<file path="config.mk">
export PLATFORM = sky130hd
export DESIGN_NAME = modulo_mux4_1_scan_flat
export DESIGN_NICKNAME = d
export VERILOG_FILES = /design/src/rtl/modulo_mux4_1_scan_if.sv /design/src/rtl/modulo_mux4_1_scan.sv /design/src/flat_wrapper.sv
export SDC_FILE = /design/constraint.sdc
export NUM_CORES = 1
export LEC_CHECK = 0
export CELL_PAD_IN_SITES_DETAIL_PLACEMENT = 0
export CELL_PAD_IN_SITES_GLOBAL_PLACEMENT = 1
export CORE_ASPECT_RATIO = 1.1
export CORE_MARGIN = 1
export CORE_UTILIZATION = 28
export DETAILED_ROUTE_END_ITERATION = 8
export PLACE_DENSITY = 0.77
export SLEW_MARGIN = 20
export SYNTH_ARGS = -nofsm -noshare
export SYNTH_HDL_FRONTEND = slang
export SYNTH_SLANG_ARGS = --single-unit
</file>
<file path="constraint.sdc">
create_clock -name clk -period 2 [get_ports clk]
set_input_delay 0.6 -clock clk [delete_from_list [all_inputs] [get_ports clk]]
set_output_delay 0.6 -clock clk [all_outputs]
set_load 0.02 [all_outputs]
</file>
<file path="src/rtl/modulo_mux4_1_scan_if.sv">
// rtl/modulo_mux4_1_scan_if.sv - bus interface for the 4:1 round-robin scanner
//
// Purpose: bundles the scanner's data/control inputs and scan outputs.
//   Optional macro: MUX_SCAN_PARITY_EN adds parity output P.
// Signals:
//   E      scan enable (0 pauses)
//   MASK   per-channel enable, bit k scans channel k
//   D0..D3 channel data words, W bits
//   S      select for modulo_demux1_4, S[1]=ch[0], S[0]=ch[1]
//   CH     current channel index
//   Y      last captured data word
//   YCH    channel index Y came from
//   V      one-cycle strobe marking a fresh Y
//   P      even parity of Y (MUX_SCAN_PARITY_EN only)
// Modports: master drives inputs (source side), slave is the scanner.

interface modulo_mux4_1_scan_if #(
    parameter int W = 4
);
    logic         E;
    logic [3:0]   MASK;
    logic [W-1:0] D0;
    logic [W-1:0] D1;
    logic [W-1:0] D2;
    logic [W-1:0] D3;
    logic [1:0]   S;
    logic [1:0]   CH;
    logic [W-1:0] Y;
    logic [1:0]   YCH;
    logic         V;
`ifdef MUX_SCAN_PARITY_EN
    logic         P;

    modport master (
        output E, MASK, D0, D1, D2, D3,
        input  S, CH, Y, YCH, V, P
    );

    modport slave (
        input  E, MASK, D0, D1, D2, D3,
        output S, CH, Y, YCH, V, P
    );
`else
    modport master (
        output E, MASK, D0, D1, D2, D3,
        input  S, CH, Y, YCH, V
    );

    modport slave (
        input  E, MASK, D0, D1, D2, D3,
        output S, CH, Y, YCH, V
    );
`endif
endinterface

</file>
<file path="src/rtl/modulo_mux4_1_scan.sv">
// rtl/modulo_mux4_1_scan.sv - 4:1 time-multiplexed round-robin scanner
//
// Purpose: walks a 2-bit channel pointer over the enabled channels, dwells
//   DWELL cycles on each, then registers that channel's word onto Y with a
//   one-cycle V strobe. Gathering end of modulo_demux1_4.
//   Optional macro: MUX_SCAN_PARITY_EN adds registered even-parity output P.
// Parameters:
//   W      data width of D0..D3 and Y
//   DWELL  cycles per channel before capture (>= 1)
// Ports:
//   clk_i-style scalar clk   rising-edge clock
//   rst                      asynchronous active-high reset
//   bus (slave modport)      E, MASK, D0..D3 in; S, CH, Y, YCH, V (, P) out

module modulo_mux4_1_scan #(
    parameter int W     = 4,
    parameter int DWELL = 4
) (
    input  logic                    clk,
    input  logic                    rst,
    modulo_mux4_1_scan_if.slave     bus
);
    localparam int             CW   = (DWELL > 1) ? $clog2(DWELL) : 1;
    localparam logic [CW-1:0]  LAST = CW'(DWELL - 1);

    typedef enum logic {
        IDLE = 1'b0,
        RUN  = 1'b1
    } state_t;

    state_t         state_q;
    logic [CW-1:0]  cnt_q;
    logic [1:0]     ch_q;
    logic [W-1:0]   y_q;
    logic [1:0]     ych_q;
    logic           v_q;
`ifdef MUX_SCAN_PARITY_EN
    logic           p_q;
`endif

    logic [1:0]     ch_d;
    logic [1:0]     cand;
    logic           found;
    logic [W-1:0]   d_sel;
    logic           go;

    // Scan is live only with E high and at least one channel enabled.
    assign go = bus.E && (bus.MASK != 4'b0000);

    // Next enabled channel searching ch+1, ch+2, ch+3, then ch itself;
    // the 2-bit add supplies the 3->0 wrap.
    always_comb begin
        ch_d  = ch_q;
        cand  = ch_q;
        found = 1'b0;
        for (int i = 1; i < 5; i++) begin
            cand = ch_q + 2'(i);
            if (!found && bus.MASK[cand]) begin
                ch_d  = cand;
                found = 1'b1;
            end
        end
    end

    always_comb begin
        case (ch_q)
            2'd0:    d_sel = bus.D0;
            2'd1:    d_sel = bus.D1;
            2'd2:    d_sel = bus.D2;
            default: d_sel = bus.D3;
        endcase
    end

    always_ff @(posedge clk or posedge rst) begin
        if (rst) begin
            state_q <= IDLE;
            cnt_q   <= '0;
            ch_q    <= 2'd0;
            y_q     <= '0;
            ych_q   <= 2'd0;
            v_q     <= 1'b0;
`ifdef MUX_SCAN_PARITY_EN
            p_q     <= 1'b0;
`endif
        end else begin
            case (state_q)
                IDLE: begin
                    cnt_q <= '0;
                    v_q   <= 1'b0;
                    if (go) begin
                        state_q <= RUN;
                    end
                end
                default: begin
                    // Pause takes priority over a coinciding capture edge;
                    // the channel keeps its place and restarts its dwell.
                    if (!go) begin
                        state_q <= IDLE;
                        cnt_q   <= '0;
                        v_q     <= 1'b0;
                    end else if (cnt_q == LAST) begin
                        cnt_q <= '0;
                        ch_q  <= ch_d;
                        if (bus.MASK[ch_q]) begin
                            y_q   <= d_sel;
                            ych_q <= ch_q;
                            v_q   <= 1'b1;
`ifdef MUX_SCAN_PARITY_EN
                            p_q   <= ^d_sel;
`endif
                        end else begin
                            // Channel was masked during its dwell: skip it.
                            v_q <= 1'b0;
                        end
                    end else begin
                        cnt_q <= cnt_q + CW'(1);
                        v_q   <= 1'b0;
                    end
                end
            endcase
        end
    end

    // Bit order matches the decode in modulo_demux1_4.
    assign bus.S   = {ch_q[0], ch_q[1]};
    assign bus.CH  = ch_q;
    assign bus.Y   = y_q;
    assign bus.YCH = ych_q;
    assign bus.V   = v_q;
`ifdef MUX_SCAN_PARITY_EN
    assign bus.P   = p_q;
`endif

endmodule

</file>
<file path="src/flat_wrapper.sv">
// flat-port wrapper written by rule: the top's interface ports become plain ports
module modulo_mux4_1_scan_flat 
#(
    parameter int W     = 4,
    parameter int DWELL = 4
)
  (clk, rst, bus_E, bus_MASK, bus_D0, bus_D1, bus_D2, bus_D3, bus_S, bus_CH, bus_Y, bus_YCH, bus_V);
  modulo_mux4_1_scan_if #(.W(W)) bus_i ();
  input  logic clk;
  input  logic rst;
  input wire logic [$bits(bus_i.E)-1:0] bus_E;
  input wire logic [$bits(bus_i.MASK)-1:0] bus_MASK;
  input wire logic [$bits(bus_i.D0)-1:0] bus_D0;
  input wire logic [$bits(bus_i.D1)-1:0] bus_D1;
  input wire logic [$bits(bus_i.D2)-1:0] bus_D2;
  input wire logic [$bits(bus_i.D3)-1:0] bus_D3;
  output wire logic [$bits(bus_i.S)-1:0] bus_S;
  output wire logic [$bits(bus_i.CH)-1:0] bus_CH;
  output wire logic [$bits(bus_i.Y)-1:0] bus_Y;
  output wire logic [$bits(bus_i.YCH)-1:0] bus_YCH;
  output wire logic [$bits(bus_i.V)-1:0] bus_V;
  assign bus_i.E = bus_E;
  assign bus_i.MASK = bus_MASK;
  assign bus_i.D0 = bus_D0;
  assign bus_i.D1 = bus_D1;
  assign bus_i.D2 = bus_D2;
  assign bus_i.D3 = bus_D3;
  assign bus_S = bus_i.S;
  assign bus_CH = bus_i.CH;
  assign bus_Y = bus_i.Y;
  assign bus_YCH = bus_i.YCH;
  assign bus_V = bus_i.V;
  modulo_mux4_1_scan #(.W(W), .DWELL(DWELL)) u_core (.clk(clk), .rst(rst), .bus(bus_i));
endmodule
</file>
==> results of run 1 <==
[power by group]
group | switching [µW] | internal [µW] | total, µW
registers | 10.3 | 253 | 264
logic | 100 | 121 | 221
clock network | 74.5 | 110 | 185
total | 185 | 484 | 670
[worst paths after layout]
kind,end,cells after the start
setup / recovery,u_core.bus.CH[1],6
hold / removal,u_core.cnt_q[0],1
setup reg to reg,u_core.bus.CH[1],6
hold reg to reg,u_core.cnt_q[0],1
max in group asynchronous,u_core.bus.CH[0],2
min in group asynchronous,u_core.bus.YCH[1],2
[cell type report]
class	count	area [µm²]
fillers	291	1550
well taps	33	41.3
inverters	5	18.8
flip-flops and latches	12	303
multi-input cells	59	493
clock buffers	4	36.3
repair buffers	40	387
[cells in the final DEF (no fill, tap or decap), types with 5 or more instances in the layout]
master | netlist | final
nor2_1 | 8 | 8
dfrtp_1 | 12 | 10
clkdlybuf4s50_1 | 0 | 27
o21ai_0 | 7 | 6
buf_4 | 3 | 7
ha_1 | 5 | 5
nand2_1 | 6 | 6
inv_1 | 5 | 5
[state kept, by name (all words and copies together), names as in the netlist]
| name | flops |
|---|---|
| u_core.state_q | 1 |
| u_core.bus.V | 1 |
| u_core.bus.Y | 4 |
| u_core.bus.YCH | 2 |
| u_core.bus.CH | 2 |
| u_core.cnt_q | 2 |
[layer usage]
layer  track usage  share of wire  vias up
met3        0.0356          0.095        2
met5             0              0        -
met4        0.0440         0.0041        0
met2         0.242           0.49       33
met1         0.150           0.41      333
li1              -              -      376
[metrics by stage]
step | TNS [ns] | util
4_1_cts | 0 | 0.448
2_1_floorplan | 0 | -
5_1_grt | 0 | 0.452
3_3_place_gp | -2.40 | 0.435
6_report | 0 | 0.452
3_5_place_dp | -2.91 | 0.435
[cells by family after synthesis]
kind of cell / Yosys count
muxes: 8
buffers and inverters: 11
DFF: 12
AOI/OAI and AO/OA: 21
adders and majority gates: 5
and+or+nand+nor: 24
xor gates and xnor gates: 1
[what timing repair did]
item,in CTS,in global routing
hold endpoints to repair,0,0
gates resized for setup,4,6
endpoints found under the setup margin,4,4
pin swaps,1,0
==> impl_metrics.ini, run 1 <==
[synth]
syn_nets = 110
synth_most_common_cell = dfrtp_1
avgSynthCellArea_um2 = 10.3
synth_top_area_share = 0.355
syn_area_um2 = 847
ys_warn_count = 0
synth_area_leader_cell = dfrtp_1
yosysSeqAreaShare = 0.355
synth_adder_area_share = 0.0739
muxShareOfSynthArea = 0.140
ys_ff_latch = 12
synth_edf_count = 0
yosys-top-cells-area = dfrtp_1 (35%), ha_1 (7.4%), mux4_1 (6.2%)
synth-simple-area-share = 0.161
synthFlopType = dfrtp_1
ys_types = 31
synth_common_cells = dfrtp_1 (12), nor2_1 (8), o21ai_0 (7), nand2_1 (6)
synthCells = 82
synth_top_family_by_area = compound AO/OA/AOI/OAI gates
synthArstFlopShare = 1.00
synthXorXnorAreaFrac = 0.0103
synth_compound_area_frac = 0.188

[floorplanning]
start_util = 0.300
rows = 20
top_level_ports = 34
core_mm2 = 0.00283
die_x_um = 54.4
dieArea_mm2 = 0.00325
fp.dieH_um = 59.7

[sta]
fin_ws_ns = 0.0995
setup_viol = 0
rsz0062_at_grt = false
fmax_mhz = 526
post-route-min-period_ns = 1.90
worst_pin_slew_ns = 0.446
slew_headroom = 0.703
fin_crit_sh = 0.950
timing.hold.ws_ns = 0.444
hold_viol = 0
drv_slew = 0
fin_skew_ns = 0.00208

[clock_network]
tritoncts = yes
post_cts_buffers = 0
cts_made_buffers = 3
ctsHoldBuffers = 0
clk_pin_slew_ns = 0.07
cts-htree-levels = 1
clk_latency_ns = 0.26
clock_sinks = 12
root_buffer = clkbuf_4
clockBufferDepth = 2

[pwr]
peakVddDrop_mv = 0.319
fin_total_pwr_uw = 670
power.leakage_uw = 0.000558
powerDensity_mw_per_mm2 = 524

[outcome]
status = finished clean

[route]
vias = 744
drc = 0
drt-initial-drc-count = 20
ant_nets = 0
viasPerCell = 4.86
drt_pass1_iterations = 4
routedWlPerCell_um = 12.9
wl_um = 1980

[critical_path]
endpoint_kind = flip-flop
crit_family = simple AND/OR/NAND/NOR gates
r2r-start = u_core.bus.CH[0]
crit_type = in -> reg
cp-start-kind = input port
path_max_fanout = 4
crit_arrival_ns = 2.05
crit_path_start = bus_MASK[1]
crit_required_ns = 2.15
max_stage_delay_ns = 0.54
path_buf_inv = 1
crit_chain = dlygate4sd2_1 > or4_4 > and3_4 > o311ai_4 > nor2_4 > mux2_4
slowest_stage = or4_4
reg2reg_slack_ns = 0.17

[placed_design]
place_hpwl_um = 1610
dp.cells = 149
placed_area_mm2 = 0.00123
pre_cts_ws_ns = -0.403
io_buffers = 33
gp_congestion = 0.755

[global_route]
antenna_found_initial = 0
grt_pass1_wl_um = 3130
grt_usage = 0.135
overflow = 0
grt_max_degree = 14
first_global_vias = 718

[cells_and_area]
fin_area_mm2 = 0.00128
num_antenna_cells = 0
final_cells = 153
fin_nets = 149
areaGrowthSynthToFinish_pct = 51.0
drive_gt1_frac = 0.200

[min_path]
hp-class = reg -> reg
holdCritStartpoint = u_core.cnt_q[0]

[run]
cap_violations = 0
(Power assumes the default switching activity.)
==> run 2: changes to the inputs <==
--- a/config.mk
+++ b/config.mk
@@ -10,7 +10,9 @@
 export CORE_ASPECT_RATIO = 1.1
 export CORE_MARGIN = 1
 export CORE_UTILIZATION = 28
+export CTS_CLUSTER_DIAMETER = 120
 export DETAILED_ROUTE_END_ITERATION = 8
+export MAX_ROUTING_LAYER = met4
 export PLACE_DENSITY = 0.77
 export SLEW_MARGIN = 20
 export SYNTH_ARGS = -nofsm -noshare
==> impl_metrics.ini, run 2 (same netlist as run 1, synthesis figures left out) <==
[sta]
post-route-min-period_ns = 1.90
slew_headroom = 0.704
worst_pin_slew_ns = 0.443
rsz0062_at_grt = false
hold_viol = 0
fmax_mhz = 526
drv_slew = 0
fin_skew_ns = 0.000656
setup_viol = 0
fin_crit_sh = 0.950

[cells_and_area]
nFillCells = 291
fin_nets = 149
areaGrowthSynthToFinish_pct = 51.0
layout_commonest_cell = clkdlybuf4s50_1
multi_input_area_um2 = 493
final_cell_mix = clkdlybuf4s50_1 (27), dfrtp_1 (10), nor2_1 (8)
largest_register_ffs = 4
num_antenna_cells = 0
final-seq-area_um2 = 303
drive_gt1_frac = 0.200
fin_area_mm2 = 0.00128
fin_util = 0.452

[pwr]
powerDensity_mw_per_mm2 = 525
peakVddDrop_mv = 0.320
power.leakage_uw = 0.000558

[global_route]
grt_pass1_wl_um = 3130
first_global_vias = 717
overflow = 0
grt_usage = 0.139
antenna_found_initial = 0
grt_max_degree = 14

[route]
vias = 738
viasPerCell = 4.82
drt_pass1_iterations = 4
drc = 0
routedWlPerCell_um = 12.9
wl_um = 1980
ant_nets = 0
drt-initial-drc-count = 21

[placed_design]
gp_congestion = 0.765
io_buffers = 33
placed_area_mm2 = 0.00123
place_hpwl_um = 1610

[floorplanning]
top_level_ports = 34
die_x_um = 54.4
fp.dieH_um = 59.7
dieArea_mm2 = 0.00325
rows = 20
core_mm2 = 0.00283
start_util = 0.300

[clock_network]
clockBufferDepth = 2
tritoncts = yes
post_cts_buffers = 0
clock_sinks = 12
cts-htree-levels = 1
ctsHoldBuffers = 0
clk_pin_slew_ns = 0.07
root_buffer = clkbuf_4
clk_latency_ns = 0.26
cts_made_buffers = 3

[critical_path]
r2r-end = u_core.bus.CH[1]
crit_type = in -> reg
crit_arrival_ns = 2.05
reg2reg_slack_ns = 0.16
crit_required_ns = 2.15
cp-start-kind = input port
path_max_fanout = 4
endpoint_kind = flip-flop
r2r-start = u_core.bus.CH[0]
reg2reg_depth = 6

[run]
cap_violations = 0

[outcome]
status = finished clean

[min_path]
hold_end = u_core.cnt_q[0]
holdCritStartpoint = u_core.cnt_q[0]
holdPathStages = 1
hp-class = reg -> reg
==> run 2: cell counts in the layout (fill, tap and decap cells not counted) <==
Identical to the previous run, type by type.
==> run 2: worst max-delay path by stage <==
stage                      from          endpoint  slack (ns)  cells past startpoint
6_report            bus_MASK[1]  u_core.bus.CH[1]        0.10                      6
5_1_grt        u_core.bus.CH[1]         bus_CH[1]        0.05                      1
4_1_cts             bus_MASK[2]  u_core.bus.CH[1]       0.008                      5
3_5_place_dp        bus_MASK[1]  u_core.bus.CH[1]       -0.40                      6
3_3_place_gp        bus_MASK[1]  u_core.bus.CH[1]       -0.36                      6
2_1_floorplan  u_core.bus.CH[0]  u_core.bus.CH[1]        0.07                      7
==> run 2: worst max-delay path, cell delays in order <==
cell	delay, ns
dlygate4sd2_1	0.26
or4_4	0.54
and3_4	0.21
o311ai_4	0.10
nor2_4	0.05
mux2_4	0.29
==> run 2: metrics by stage <==
stage | power, µW | hold slack [ns] | worst slack [ns] | cells | TNS [ns]
floorplan | 392 | 0.414 | 0.0729 | 82 | 0
global placement | 486 | 0.436 | -0.358 | 149 | -2.40
detailed placement | 491 | 0.439 | -0.403 | 149 | -2.91
CTS | 678 | 0.449 | 0.00800 | 153 | 0
global route | 718 | 0.474 | 0.0469 | 153 | 0
finish | 671 | 0.443 | 0.100 | 153 | 0
==> run 2: per-layer routing <==
layer,part of all wire,global-route usage,vias to the layer above
met2,0.49,0.242,29
met1,0.41,0.150,332
met5,0,-,-
li1,-,-,375
met4,0.0040,0.0440,0
met3,0.096,0.0356,2
==> run 2: what timing repair did <==
item / in CTS / in global routing
gates resized for setup: 4 / 6
pin swaps: 1 / 0
hold endpoints to repair: 0 / 0
endpoints found under the setup margin: 4 / 4
==> run 2: final cells by class <==
type | count | area share
Sequential cell | 12 | 0.237
Timing Repair Buffer | 40 | 0.302
Tap cell | 33 | 0.0323
Inverter | 5 | 0.0147
Multi-Input combinational cell | 59 | 0.386
Clock buffer | 4 | 0.0284
==> run 2: power by group <==
group	switching, µW	internal (µW)	total [µW]
sequential	10.3	253	264
clock	75.7	110	186
combinational	101	121	222
